[config.mk]
export PLATFORM = sky130hd
export DESIGN_NAME = dcache_writeback_unit
export DESIGN_NICKNAME = d
export VERILOG_FILES = /design/src/rtl/dcache_writeback_unit.sv
export SDC_FILE = /design/constraint.sdc
export NUM_CORES = 1
export LEC_CHECK = 0
export CELL_PAD_IN_SITES_DETAIL_PLACEMENT = 1
export CELL_PAD_IN_SITES_GLOBAL_PLACEMENT = 1
export CORE_ASPECT_RATIO = 0.9
export CORE_MARGIN = 1
export CORE_UTILIZATION = 53
export CTS_CLUSTER_DIAMETER = 80
export DETAILED_ROUTE_END_ITERATION = 6
export GPL_TIMING_DRIVEN = 0
export HOLD_SLACK_MARGIN = 0.05
export PLACE_DENSITY = 0.88
export RECOVER_POWER = 25
export SLEW_MARGIN = 20
export SYNTH_ARGS = -nofsm -noshare
export SYNTH_HDL_FRONTEND = slang
export SYNTH_SLANG_ARGS = --single-unit
[constraint.sdc]
create_clock -name clock -period 9.37 [get_ports clock]
set_input_delay 2.3425 -clock clock [delete_from_list [all_inputs] [get_ports clock]]
set_output_delay 2.3425 -clock clock [all_outputs]
set_load 0.03 [all_outputs]
[src/rtl/dcache_writeback_unit.sv]
// dcache_writeback_unit: reads a victim line beat by beat from the data array and sends it as a TileLink C-channel message.
module dcache_writeback_unit #(
  parameter int TAG_W = 20,
  parameter int IDX_W = 6,
  parameter int BEATS = 8,
  parameter int BEAT_W = 64,
  localparam int BW = $clog2(BEATS)
) (
  input  logic                clock,
  input  logic                reset,
  output logic                io_req_ready,
  input  logic                io_req_valid,
  input  logic [TAG_W-1:0]    io_req_bits_tag,
  input  logic [IDX_W-1:0]    io_req_bits_idx,
  input  logic [1:0]          io_req_bits_source,
  input  logic [2:0]          io_req_bits_param,
  input  logic                io_req_bits_way_en,
  input  logic                io_req_bits_voluntary,
  output logic                io_data_req_valid,
  input  logic                io_data_req_ready,
  output logic                io_data_req_bits_way_en,
  output logic [IDX_W+BW-1:0] io_data_req_bits_addr,
  input  logic [BEAT_W-1:0]   io_data_resp,
  output logic                io_release_valid,
  input  logic                io_release_ready,
  output logic [2:0]          io_release_bits_opcode,
  output logic [2:0]          io_release_bits_param,
  output logic [1:0]          io_release_bits_source,
  output logic [31:0]         io_release_bits_address,
  output logic [BEAT_W-1:0]   io_release_bits_data,
  input  logic                io_release_ack,
  input  logic [IDX_W-1:0]    io_probe_idx,
  output logic                io_idx_match,
  output logic                io_busy
);
  typedef enum logic [1:0] {IDLE, READ, SEND, WAIT_ACK} state_t;
  state_t state, state_nxt;
  logic [TAG_W-1:0] tag_q;
  logic [IDX_W-1:0] idx_q;
  logic [1:0] source_q;
  logic [2:0] param_q;
  logic way_q, vol_q, pend_q;
  logic [BW:0] rd_cnt, wr_cnt;
  logic [BW-1:0] snd_cnt;
  logic [BEAT_W-1:0] buf_q [BEATS];
  logic req_fire, rd_fire, snd_fire;
  assign req_fire = io_req_valid && io_req_ready;
  assign rd_fire = io_data_req_valid && io_data_req_ready;
  assign snd_fire = io_release_valid && io_release_ready;
  always_comb begin
    state_nxt = state;
    io_req_ready = 1'b0;
    io_data_req_valid = 1'b0;
    io_release_valid = 1'b0;
    case (state)
      IDLE: begin
        io_req_ready = 1'b1;
        state_nxt = io_req_valid ? READ : IDLE;
      end
      READ: begin
        io_data_req_valid = rd_cnt < (BW+1)'(BEATS);
        state_nxt = (pend_q && wr_cnt == (BW+1)'(BEATS-1)) ? SEND : READ;
      end
      SEND: begin
        io_release_valid = 1'b1;
        state_nxt = (io_release_ready && snd_cnt == BW'(BEATS-1)) ? (vol_q ? WAIT_ACK : IDLE) : SEND;
      end
      WAIT_ACK: state_nxt = io_release_ack ? IDLE : WAIT_ACK;
    endcase
  end
  always_ff @(posedge clock or negedge reset) begin
    if (!reset) begin
      state <= IDLE;
      tag_q <= '0;
      idx_q <= '0;
      source_q <= '0;
      param_q <= '0;
      way_q <= 1'b0;
      vol_q <= 1'b0;
      pend_q <= 1'b0;
      rd_cnt <= '0;
      wr_cnt <= '0;
      snd_cnt <= '0;
    end else begin
      state <= state_nxt;
      pend_q <= rd_fire;
      if (req_fire) begin
        tag_q <= io_req_bits_tag;
        idx_q <= io_req_bits_idx;
        source_q <= io_req_bits_source;
        param_q <= io_req_bits_param;
        way_q <= io_req_bits_way_en;
        vol_q <= io_req_bits_voluntary;
        rd_cnt <= '0;
        wr_cnt <= '0;
        snd_cnt <= '0;
      end else begin
        if (rd_fire) rd_cnt <= rd_cnt + 1'b1;
        if (pend_q) wr_cnt <= wr_cnt + 1'b1;
        if (snd_fire) snd_cnt <= snd_cnt + 1'b1;
      end
    end
  end
  // Response arrives exactly one cycle after each read fire; pend_q marks it.
  always_ff @(posedge clock) begin
    if (pend_q) buf_q[wr_cnt[BW-1:0]] <= io_data_resp;
  end
  assign io_data_req_bits_way_en = way_q;
  assign io_data_req_bits_addr = {idx_q, rd_cnt[BW-1:0]};
  assign io_release_bits_opcode = vol_q ? 3'd7 : 3'd5;
  assign io_release_bits_param = param_q;
  assign io_release_bits_source = source_q;
  assign io_release_bits_address = 32'({tag_q, idx_q, 6'b0});
  assign io_release_bits_data = buf_q[snd_cnt];
  assign io_busy = state != IDLE;
  assign io_idx_match = io_busy && idx_q == io_probe_idx;
endmodule

==> metrics.cfg <==
[pwr]
p_int_w = 0.00546
p_leak_nw = 8.54
ir_drop_mv = 0.232
switching_share_pct = 31.3
seqPwrFrac_pct = 37.8
pwr-share-comb_pct = 35.5
finalPower_w = 0.00794
p_sw_w = 0.00249
p_per_area_nw_per_um2 = 302
clkPwrFrac_pct = 26.7

[timing]
hold_viol_final = 0
setup_viol = 0
rsz0062_at_grt = no
final.setup_skew_ns = 0.0164
fmax_mhz = 157
timing.final.ws_setup_ns = 3.02
max_slew.worst_pin.slew_ns = 1.66
timing.final.crit_share_pct = 67.8
finalCriticalPeriod_ns = 6.35
maxSlewHeadroom_pct = -10.5
slew_violations = 73

[placement]
port_buffers = 219
dp_slack_ns = 2.98
routabilityCongestion = 0.697
dp.cells = 1712
hpwlAfterDp_um = 32700

[critical_path]
worstPathRequired_ns = 7.03
regToRegSetupSlack_ns = 5.17
critPathMaxFanout = 1
arrival_ns = 4.01
cp-end-kind = output pin
rr_endpoint = buf_q[3][28]$_DFFE_PP_
startpoint = io_probe_idx[0]
cp-start-kind = input port
path_class = input port to output pin
reg2reg_depth = 4
reg2reg_from = pend_q$_DFF_PN0_

[floorplan]
die_x_um = 214
start_util_pct = 53.9
dieHeight_um = 192
coreArea_um2 = 39600
dieArea_um2 = 41100
row_count = 69
ioPinCount = 228

[clocking]
clock_sinks = 559
cts_hold_buf = 0
post_cts_buffers = 0
root_buffer = clkbuf_16
cts_tree = built
htreeDepth = 2
clkTransAtPathRegs_ns = 0.06
clk_latency_ns = 0.59
cts_buffers = 54
cts.repair.resized = 0
cts_max_path_buffers = 3

[layout]
drive_above_1_share_pct = 28.1
layout_commonest_cell = edfxtp_1
layout_common_cells = edfxtp_1 (512), clkdlybuf4s50_1 (218), mux4_2 (128)
final_cell_count_no_fill = 1812
multi_input_area_um2 = 4430
seq_area_um2 = 16600
area_growth_pct = 23.0
final_nets = 1349
final_util_pct = 66.3
n_fill_cell = 3158

[detailed_routing]
wl_um = 50200
vias_per_cell = 5.77
drt_first_pass_iters = 4
drtAntennaViolNets = 0
drc = 0
vias = 10456
drt-initial-drc-count = 774
wl_per_cell_um = 27.7

[grt]
grt_max_degree = 25
grt_overflow = 0
antenna_found_initial = 2
grt_pass1_wl_um = 73900
grt_pass1_vias = 11654
grt_usage_pct = 25.3

[synthesis]
synthSimpleGateAreaFrac_pct = 0.919
synth_xor_area_share_pct = 0.410
synth_ff_type = edfxtp_1
async_reset_ff_share_pct = 8.41
synth_seq_cells = 559
syn_avg_cell_area_um2 = 23.3
synth_edf_count = 512
ys_seq_area_share_pct = 77.5
synth_top_family_by_area = multiplexers
synth_mux_area_share_pct = 18.7
ys_warn_count = 0
syn_area_um2 = 21400
synth_compound_area_share_pct = 0.293
synth_fa_ha_area_share_pct = 0.234
synth.distinct_cells = 34
synthCells = 915

[run]
cap_violations = 5

[worst_hold_path]
hold_depth = 1
hp-class = flip-flop to flip-flop
holdCritStartpoint = io_release_bits_param[2]$_DFFE_PN0P_
min_to = io_release_bits_param[2]$_DFFE_PN0P_

[outcome]
violations = max-capacitance violations, max-slew violations
outcome = complete, but fails checks

==> power by group through the flow <==
stage / registers, W / logic [W] / clock network [W]
final: 0.00301 / 0.00282 / 0.00212
after global routing: 0.00302 / 0.00296 / 0.00223
after CTS: 0.00301 / 0.00288 / 0.00215
after detailed placement: 0.00305 / 0.00285 / 0
after global placement: 0.00306 / 0.00274 / 0
after floorplan: 0.00318 / 0.00165 / 0
==> per-layer routing <==
metal | global-route usage [%] | vias up | wire length [um]
met5 | 0 | - | 13
met2 | 43.0 | 367 | 26000
met4 | 9.15 | 2 | 1280
met1 | 33.3 | 5562 | 20100
met3 | 4.28 | 92 | 2800
li1 | - | 4433 | -
==> cell families after synthesis <==
family	count (synthesis)
buffers and inverters	63
other	2
XOR/XNOR	10
AND/OR/NAND/NOR	39
flip-flops	559
AO/OA/AOI/OAI	10
multiplexers	228
adder cells (fa/ha/maj)	4
==> cell usage after synthesis, types with 2 or more instances <==
cell / n / area share [%]
a21oi_1: 3 / 0.070
a41oi_1: 2 / 0.082
buf_1: 9 / 0.16
buf_2: 8 / 0.19
buf_4: 20 / 0.70
buf_6: 11 / 0.58
clkbuf_1: 12 / 0.21
conb_1: 2 / 0.035
dfrtp_1: 47 / 5.5
edfxtp_1: 512 / 72
ha_1: 4 / 0.23
inv_1: 3 / 0.053
mux2_2: 97 / 5.1
mux2i_1: 3 / 0.14
mux4_2: 128 / 13
nand2_1: 8 / 0.14
nand2b_1: 4 / 0.12
nand3_1: 2 / 0.047
nor2_1: 13 / 0.23
nor3_1: 2 / 0.047
nor3b_1: 2 / 0.070
o21ai_0: 3 / 0.070
xnor2_1: 5 / 0.20
xor2_1: 5 / 0.20
==> final cells by class <==
type,instances,area share [%]
tap,532,2.53
antenna,1,0.00952
buffer,60,1.49
inverter,3,0.0428
multi-input combinational,299,16.9
clock inverter,24,0.814
sequential,559,63.0
timing repair buffer,259,9.57
clock buffer,75,5.72
==> critical path: stages <==
cell	delay, ns
clkdlybuf4s50_1	0.47
xnor2_1	0.13
nand4_1	0.15
nor4_1	0.19
clkdlybuf4s50_1	0.73
==> how the worst max path moves through the flow <==
stage | end | cells after the start
2_1_floorplan | io_idx_match | 2
3_3_place_gp | buf_q[2][27]$_DFFE_PP_ | 2
3_5_place_dp | io_idx_match | 5
4_1_cts | io_idx_match | 5
5_1_grt | io_idx_match | 5
6_report | io_idx_match | 5
==> registers in the layout, indices dropped and copies added (netlist names) <==
name                     flops
io_release_bits_source       2
buf_q                      512
vol_q                        1
snd_cnt                      3
pend_q                       1
state                        2
rd_cnt                       4
wr_cnt                       4
tag_q                       20
idx_q                        6
io_release_bits_param        3
io_data_req_bits_way_en      1
==> stage by stage <==
stage,TNS (ns),hold WS (ns),area (um2)
6_report,0,0.510,26300
2_1_floorplan,0,0.468,21400
4_1_cts,0,0.510,26700
3_5_place_dp,0,0.495,25000
5_1_grt,0,0.522,26300
3_3_place_gp,-51.18,0.490,24200
Power figures use the tool's default switching activity.
==> RTL edit 1, RTL diff (same flow settings) <==
Re-encode `state_t` (4 states) as one-hot, 4 bits wide.
--- a/src/rtl/dcache_writeback_unit.sv
+++ b/src/rtl/dcache_writeback_unit.sv
@@ -34,5 +34,5 @@
   output logic                io_busy
 );
-  typedef enum logic [1:0] {IDLE, READ, SEND, WAIT_ACK} state_t;
+  typedef enum logic [3:0] {IDLE = 4'b0001, READ = 4'b0010, SEND = 4'b0100, WAIT_ACK = 4'b1000} state_t;
   state_t state, state_nxt;
   logic [TAG_W-1:0] tag_q;
Formal check against the unedited RTL: same outputs for any inputs over 4 cycles, from zero or initial values and one cycle with reset low; so few cycles prove little.
==> RTL edit 1 against the original RTL <==
  * Fmax fell by 2.0%
  * Hold slack worse by 4.9 ps
  * Synthesized area increased by 0.81%
  * Critical path type unchanged
  * Critical path depth unchanged
  * Sequential cell count rose by 2
  * Design area increased by 0.85%
  * Routed wire length rose by 3.4%
  * The flow still finishes with violations (capacitance limit, slew limit)
  * Setup slack lost 130 ps
Power is not compared: it rests on default switching activity, and its combinational part moved more than twofold at a synthesized area within 25%.
==> RTL edit 1: results (changes against the original RTL) <==
STA
The final setup skew is 13.2 ps (was 16.4 ps). The slew at the pin with the worst max-slew slack came to 2270 ps (was 1660 ps). The final count of pins violating max slew came to 136 (was 73). The smallest hold slack is 505 ps (was 510 ps).

Yosys
The fraction of the yosys area taken by sequential cells is 0.771 (was 0.775). Most frequent cells after synthesis: sky130_fd_sc_hd__edfxtp_1 (512), sky130_fd_sc_hd__mux4_2 (128), sky130_fd_sc_hd__mux2_2 (97) (unchanged). The post-synthesis instance total was 936 (was 915). Cells taking the most area after synthesis: sky130_fd_sc_hd__edfxtp_1 (71%), sky130_fd_sc_hd__mux4_2 (13%), sky130_fd_sc_hd__dfrtp_1 (5.6%), sky130_fd_sc_hd__mux2_2 (5.1%), sky130_fd_sc_hd__buf_4 (0.84%) (was sky130_fd_sc_hd__edfxtp_1 (72%), sky130_fd_sc_hd__mux4_2 (13%), sky130_fd_sc_hd__dfrtp_1 (5.5%), sky130_fd_sc_hd__mux2_2 (5.1%), sky130_fd_sc_hd__buf_4 (0.70%)).

The number of distinct library cells after synthesis was 33 (was 34). The mux contribution to synthesized area is 0.186 (was 0.187). The xor-xnor portion of the synthesized cell area came to 0.00529 (was 0.00410). The share of synthesized flip-flops with an asynchronous set or reset was 0.0873 (was 0.0841). The area fraction in compound gates after synthesis is 0.00395 (was 0.00293). The adder-cell share of the synthesized area is 0.00232 (was 0.00234).

Status
Violated checks: capacitance limit, slew limit (unchanged). Outcome: finished, violations left (unchanged).

Job
The max capacitance violation total was 9 (was 5).

GRT
The pin count of the biggest net entering global routing is 28 (was 25). The wire length of the first global-routing pass is 77600 µm (was 73900 µm). The via count of the first global-routing pass is 12000 (was 11700).

The total track usage came to 0.258 (was 0.253). The initial antenna violation count is 6 (was 2).

Final layout
The flip-flop count of the largest register, all copies and words added was 512 (unchanged). The fraction of layout instances using a drive strength above 1 is 0.277 (was 0.281). The number of standard cells in the final layout excluding fillers came to 1837 (was 1812).

Critical path
The worst endpoint data arrival time is 4140 ps (was 4010 ps). The terminus of the critical flop-to-flop path is buf_q[7][41] (was buf_q[3][28]). The setup slack of the worst register-to-register path is 5080 ps (was 5170 ps).

Placement
The weighted congestion at the end of routability-driven global placement is 0.754 (was 0.697). The number of placed instances, taps included is 1732 (was 1712). The estimated wirelength of the detail-placed design is 33600 µm (was 32700 µm).

Hold path
The destination of the worst hold path is tag_q[8] (was io_release_bits_param[2]). The launch instance of the worst min-delay path was tag_q[8] (was io_release_bits_param[2]).

Clock network
The depth of the CTS H-tree is 2 (unchanged).

Route
The total iterations of the first detailed-routing run is 5 (was 4). The total wire length is 51900 µm (was 50200 µm). The via density per instance came to 5.85 (was 5.77). The DRC violation total after the first TritonRoute iteration is 979 (was 774).
==> RTL edit 1: cell count changes in the layout (fill, tap and decap cells not counted), sizes merged, moves of 3 or more <==
cell and change:
nor2 +7, a21oi +4, clkbuf +3, diode +3
nor3 +3
==> RTL edit 1: area by class of cell <==
cell class	instances	area, µm²
Multi-Input combinational cell	317	4540
Tap cell	532	666
Clock inverter	24	239
Timing Repair Buffer	258	2540
Inverter	1	3.75
Fill cell	3203	13300
Clock buffer	77	1500
Buffer	63	418
Sequential cell	561	16600
Antenna cell	4	10.0
==> RTL edit 1: kinds of logic (layout without fill, tap and decap cells) <==
logic type,Yosys count,after routing
multiplexers,228,228
adder cells (fa/ha/maj),4,4
AO/OA/AOI/OAI,14,14
AND/OR/NAND/NOR,50,50
XOR/XNOR,13,13
flip-flops,561,561
buffers and inverters,64,423
other,2,12
==> RTL edit 1: power by group through the flow <==
stage                     combinational, µW  clock (µW)  sequential (µW)
after floorplan                        8.09           0             2780
after global placement                 78.4           0             2780
after detailed placement               86.5           0             2780
after CTS                              87.3        2190             2730
after global routing                   93.6        2260             2730
final                                  87.3        2170             2730
==> RTL edit 1: layer usage <==
metal	up-vias	global-route usage	wire, µm
li1	4519	-	-
met1	5786	0.332	20800
met2	334	0.443	27100
met3	108	0.0398	2360
met4	4	0.102	1620
met5	-	0	25
==> RTL edit 1: worst max-delay path by stage <==
| stage | to | startpoint | cells past startpoint | slack, ps |
|---|---|---|---|---|
| detailed placement | io_idx_match | io_probe_idx[0] | 5 | 2920 |
| finish | io_idx_match | io_probe_idx[3] | 5 | 2890 |
| CTS | io_idx_match | io_probe_idx[3] | 5 | 2910 |
| floorplan | io_idx_match | io_probe_idx[5] | 2 | 3540 |
| global route | io_idx_match | io_probe_idx[1] | 5 | 2850 |
| global placement | buf_q[0][26] | wr_cnt[1] | 2 | -280 |
==> RTL edit 1: worst max-delay path, cell delays in order <==
cell	delay, ps
sky130_fd_sc_hd__clkdlybuf4s50_1	480
sky130_fd_sc_hd__xnor2_1	130
sky130_fd_sc_hd__nand4_1	200
sky130_fd_sc_hd__nor4_1	250
sky130_fd_sc_hd__clkdlybuf4s50_1	750
==> RTL edit 1: stage by stage <==
| stage | TNS (ps) | setup WS [ps] | area, µm² | utilization | power, µW |
|---|---|---|---|---|---|
| floorplan | 0 | 3540 | 21600 | - | 2790 |
| global placement | -32810 | -282 | 24400 | 0.614 | 2860 |
| detailed placement | 0 | 2920 | 25100 | 0.630 | 2870 |
| CTS | 0 | 2910 | 26800 | 0.674 | 5010 |
| global route | 0 | 2850 | 26500 | 0.666 | 5080 |
| finish | 0 | 2890 | 26500 | 0.666 | 4980 |
==> RTL edit 2, RTL diff (same flow settings) <==
Without the edit above. Change the parameter `BEAT_W` from 64 to 96.
--- a/src/rtl/dcache_writeback_unit.sv
+++ b/src/rtl/dcache_writeback_unit.sv
@@ -4,5 +4,5 @@
   parameter int IDX_W = 6,
   parameter int BEATS = 8,
-  parameter int BEAT_W = 64,
+  parameter int BEAT_W = 96,
   localparam int BW = $clog2(BEATS)
 ) (
Ports: changed (resized io_data_resp and io_release_bits_data); port bits go from 228 to 292. The function was not compared with the original's and may differ.
==> RTL edit 2 against the original RTL <==
  * The flow still finishes with violations (capacitance limit, slew limit)
  * Register-to-register slack worse by 700 ps
  * Synthesized area up 45%
  * Sequential power up 44%
  * Routed wire length up 51%
  * Hold slack better by 7.9 ps
  * Combinational power up 41%
  * Total power up 46%
  * Via count up 43%
  * Sequential cell count up 256
  * Design area up 45%
  * Clock power up 55%
  * Final cell count up 41%
  * Clock skew down 1.5 ps
  * Setup slack worse by 26 ps
  * Critical path type unchanged
  * Largest cell class unchanged
==> RTL edit 2: results (changes against the original RTL) <==
Critical path
The worst endpoint data arrival time is 4040 ps (was 4010 ps). The maximum fanout along the worst path is 1 (unchanged).

STA
The slew at the pin with the worst max-slew slack is 1910 ps (was 1660 ps). The final count of pins violating max slew came to 170 (was 73). The final setup skew is 15.0 ps (was 16.4 ps).

Route
The total iterations of the first detailed-routing run is 7 (was 4). The total via count in the routed design is 15000 (was 10500).

Placement
The number of port buffers was 283 (was 219). The weighted congestion at the end of routability-driven global placement is 0.718 (was 0.697). The estimated wirelength of the detail-placed design is 48600 µm (was 32700 µm). The number of placed instances, taps included is 2399 (was 1712).

GRT
The global-route met3 utilization came to 0.0572 (was 0.0428). The initial antenna violation count came to 8 (was 2). The total track usage came to 0.262 (was 0.253).

The wire length of the first global-routing pass is 111000 µm (was 73900 µm). The pin count of the biggest net entering global routing came to 29 (was 25). The met1 track demand over resource is 0.336 (was 0.333). The via count of the first global-routing pass was 16600 (was 11700).

The fraction of met2 tracks used by global routing came to 0.450 (was 0.430).

Final layout
The fraction of layout instances using a drive strength above 1 is 0.293 (was 0.281). The flip-flop count of the largest register, all copies and words added is 768 (was 512). The number of standard cells in the final layout excluding fillers was 2554 (was 1812).

Yosys
The post-synthesis instance total was 1286 (was 915). Cells taking the most area after synthesis: sky130_fd_sc_hd__edfxtp_1 (74%), sky130_fd_sc_hd__mux4_2 (14%), sky130_fd_sc_hd__mux2_2 (4.7%), sky130_fd_sc_hd__dfrtp_1 (3.8%), sky130_fd_sc_hd__buf_6 (0.69%) (was sky130_fd_sc_hd__edfxtp_1 (72%), sky130_fd_sc_hd__mux4_2 (13%), sky130_fd_sc_hd__dfrtp_1 (5.5%), sky130_fd_sc_hd__mux2_2 (5.1%), sky130_fd_sc_hd__buf_4 (0.70%)). The count of flip-flops with a built-in enable after synthesis is 768 (was 512). The count of warnings emitted by yosys came to 0 (unchanged). The fraction of the yosys area taken by sequential cells was 0.782 (was 0.775). The share of synthesized flip-flops with an asynchronous set or reset is 0.0577 (was 0.0841).

Clock network
The number of clock buffers inserted by TritonCTS is 81 (was 54). The clock latency on the worst-skew pair was 610 ps (was 590 ps). The depth of the CTS H-tree was 3 (was 2).

Job
The max capacitance violation total came to 9 (was 5).

Status
Violated checks: capacitance limit, slew limit (unchanged). Outcome: finished, violations left (unchanged).

Power and ir drop
The worst vdd rail ir drop was 0.243 mV (was 0.232 mV).
RTL edit 2: cell types whose count changed after synthesis, sizes merged:
| cell | change |
|---|---|
| clkbuf | +5 |
| mux4 | +64 |
| edfxtp | +256 |
| mux2 | +32 |
| buf | +14 |
RTL edit 2: worst paths after layout:
kind / start / end / slack (ps) / depth (start not counted)
max: io_probe_idx[2] / io_idx_match / 2990 / 5
min: tag_q[0] / tag_q[0] / 520 / 1
max reg2reg: pend_q / buf_q[6][66] / 4470 / 6
min reg2reg: tag_q[0] / tag_q[0] / 520 / 1
max in group asynchronous: reset / vol_q / 6700 / 2
min in group asynchronous: reset / tag_q[2] / 1930 / 1
RTL edit 2: cells by family after synthesis:
group | Yosys count | synth area share
AOI/OAI and AO/OA | 10 | 0.00202
xor gates and xnor gates | 10 | 0.00283
adders and majority gates | 4 | 0.00162
buffers and inverters | 82 | 0.0172
DFF | 815 | 0.782
muxes | 324 | 0.187
other | 2 | 0.000242
and+or+nand+nor | 39 | 0.00634
RTL edit 2: final cells by class:
| cell class | count | area [µm²] | share of cell area |
|---|---|---|---|
| sequential | 815 | 24200 | 0.637 |
| multi-input combinational | 395 | 6230 | 0.164 |
| timing repair buffer | 342 | 3380 | 0.0887 |
| clock buffer | 95 | 2140 | 0.0563 |
| tap | 765 | 957 | 0.0252 |
| clock inverter | 55 | 561 | 0.0147 |
| buffer | 79 | 520 | 0.0137 |
| antenna | 5 | 12.5 | 0.000329 |
| inverter | 3 | 11.3 | 0.000296 |
RTL edit 2: power by group:
group | internal, µW | switching (µW)
Sequential | 4210 | 119
Combinational | 1830 | 2140
Clock | 1940 | 1350
Total | 7980 | 3610
RTL edit 2: metal layers:
metal / vias to the layer above / wire [µm]
li1: 6280 / -
met1: 8001 / 29600
met2: 545 / 39300
met3: 142 / 4900
met4: 10 / 1960
met5: - / 60
RTL edit 2: stage by stage:
step | setup WS [ps] | power (µW)
after detailed placement | 2970 | 8380
after floorplan | 1630 | 6880
after global routing | 2920 | 12000
final | 2990 | 11600
after global placement | -5030 | 8260
after CTS | 2960 | 11700
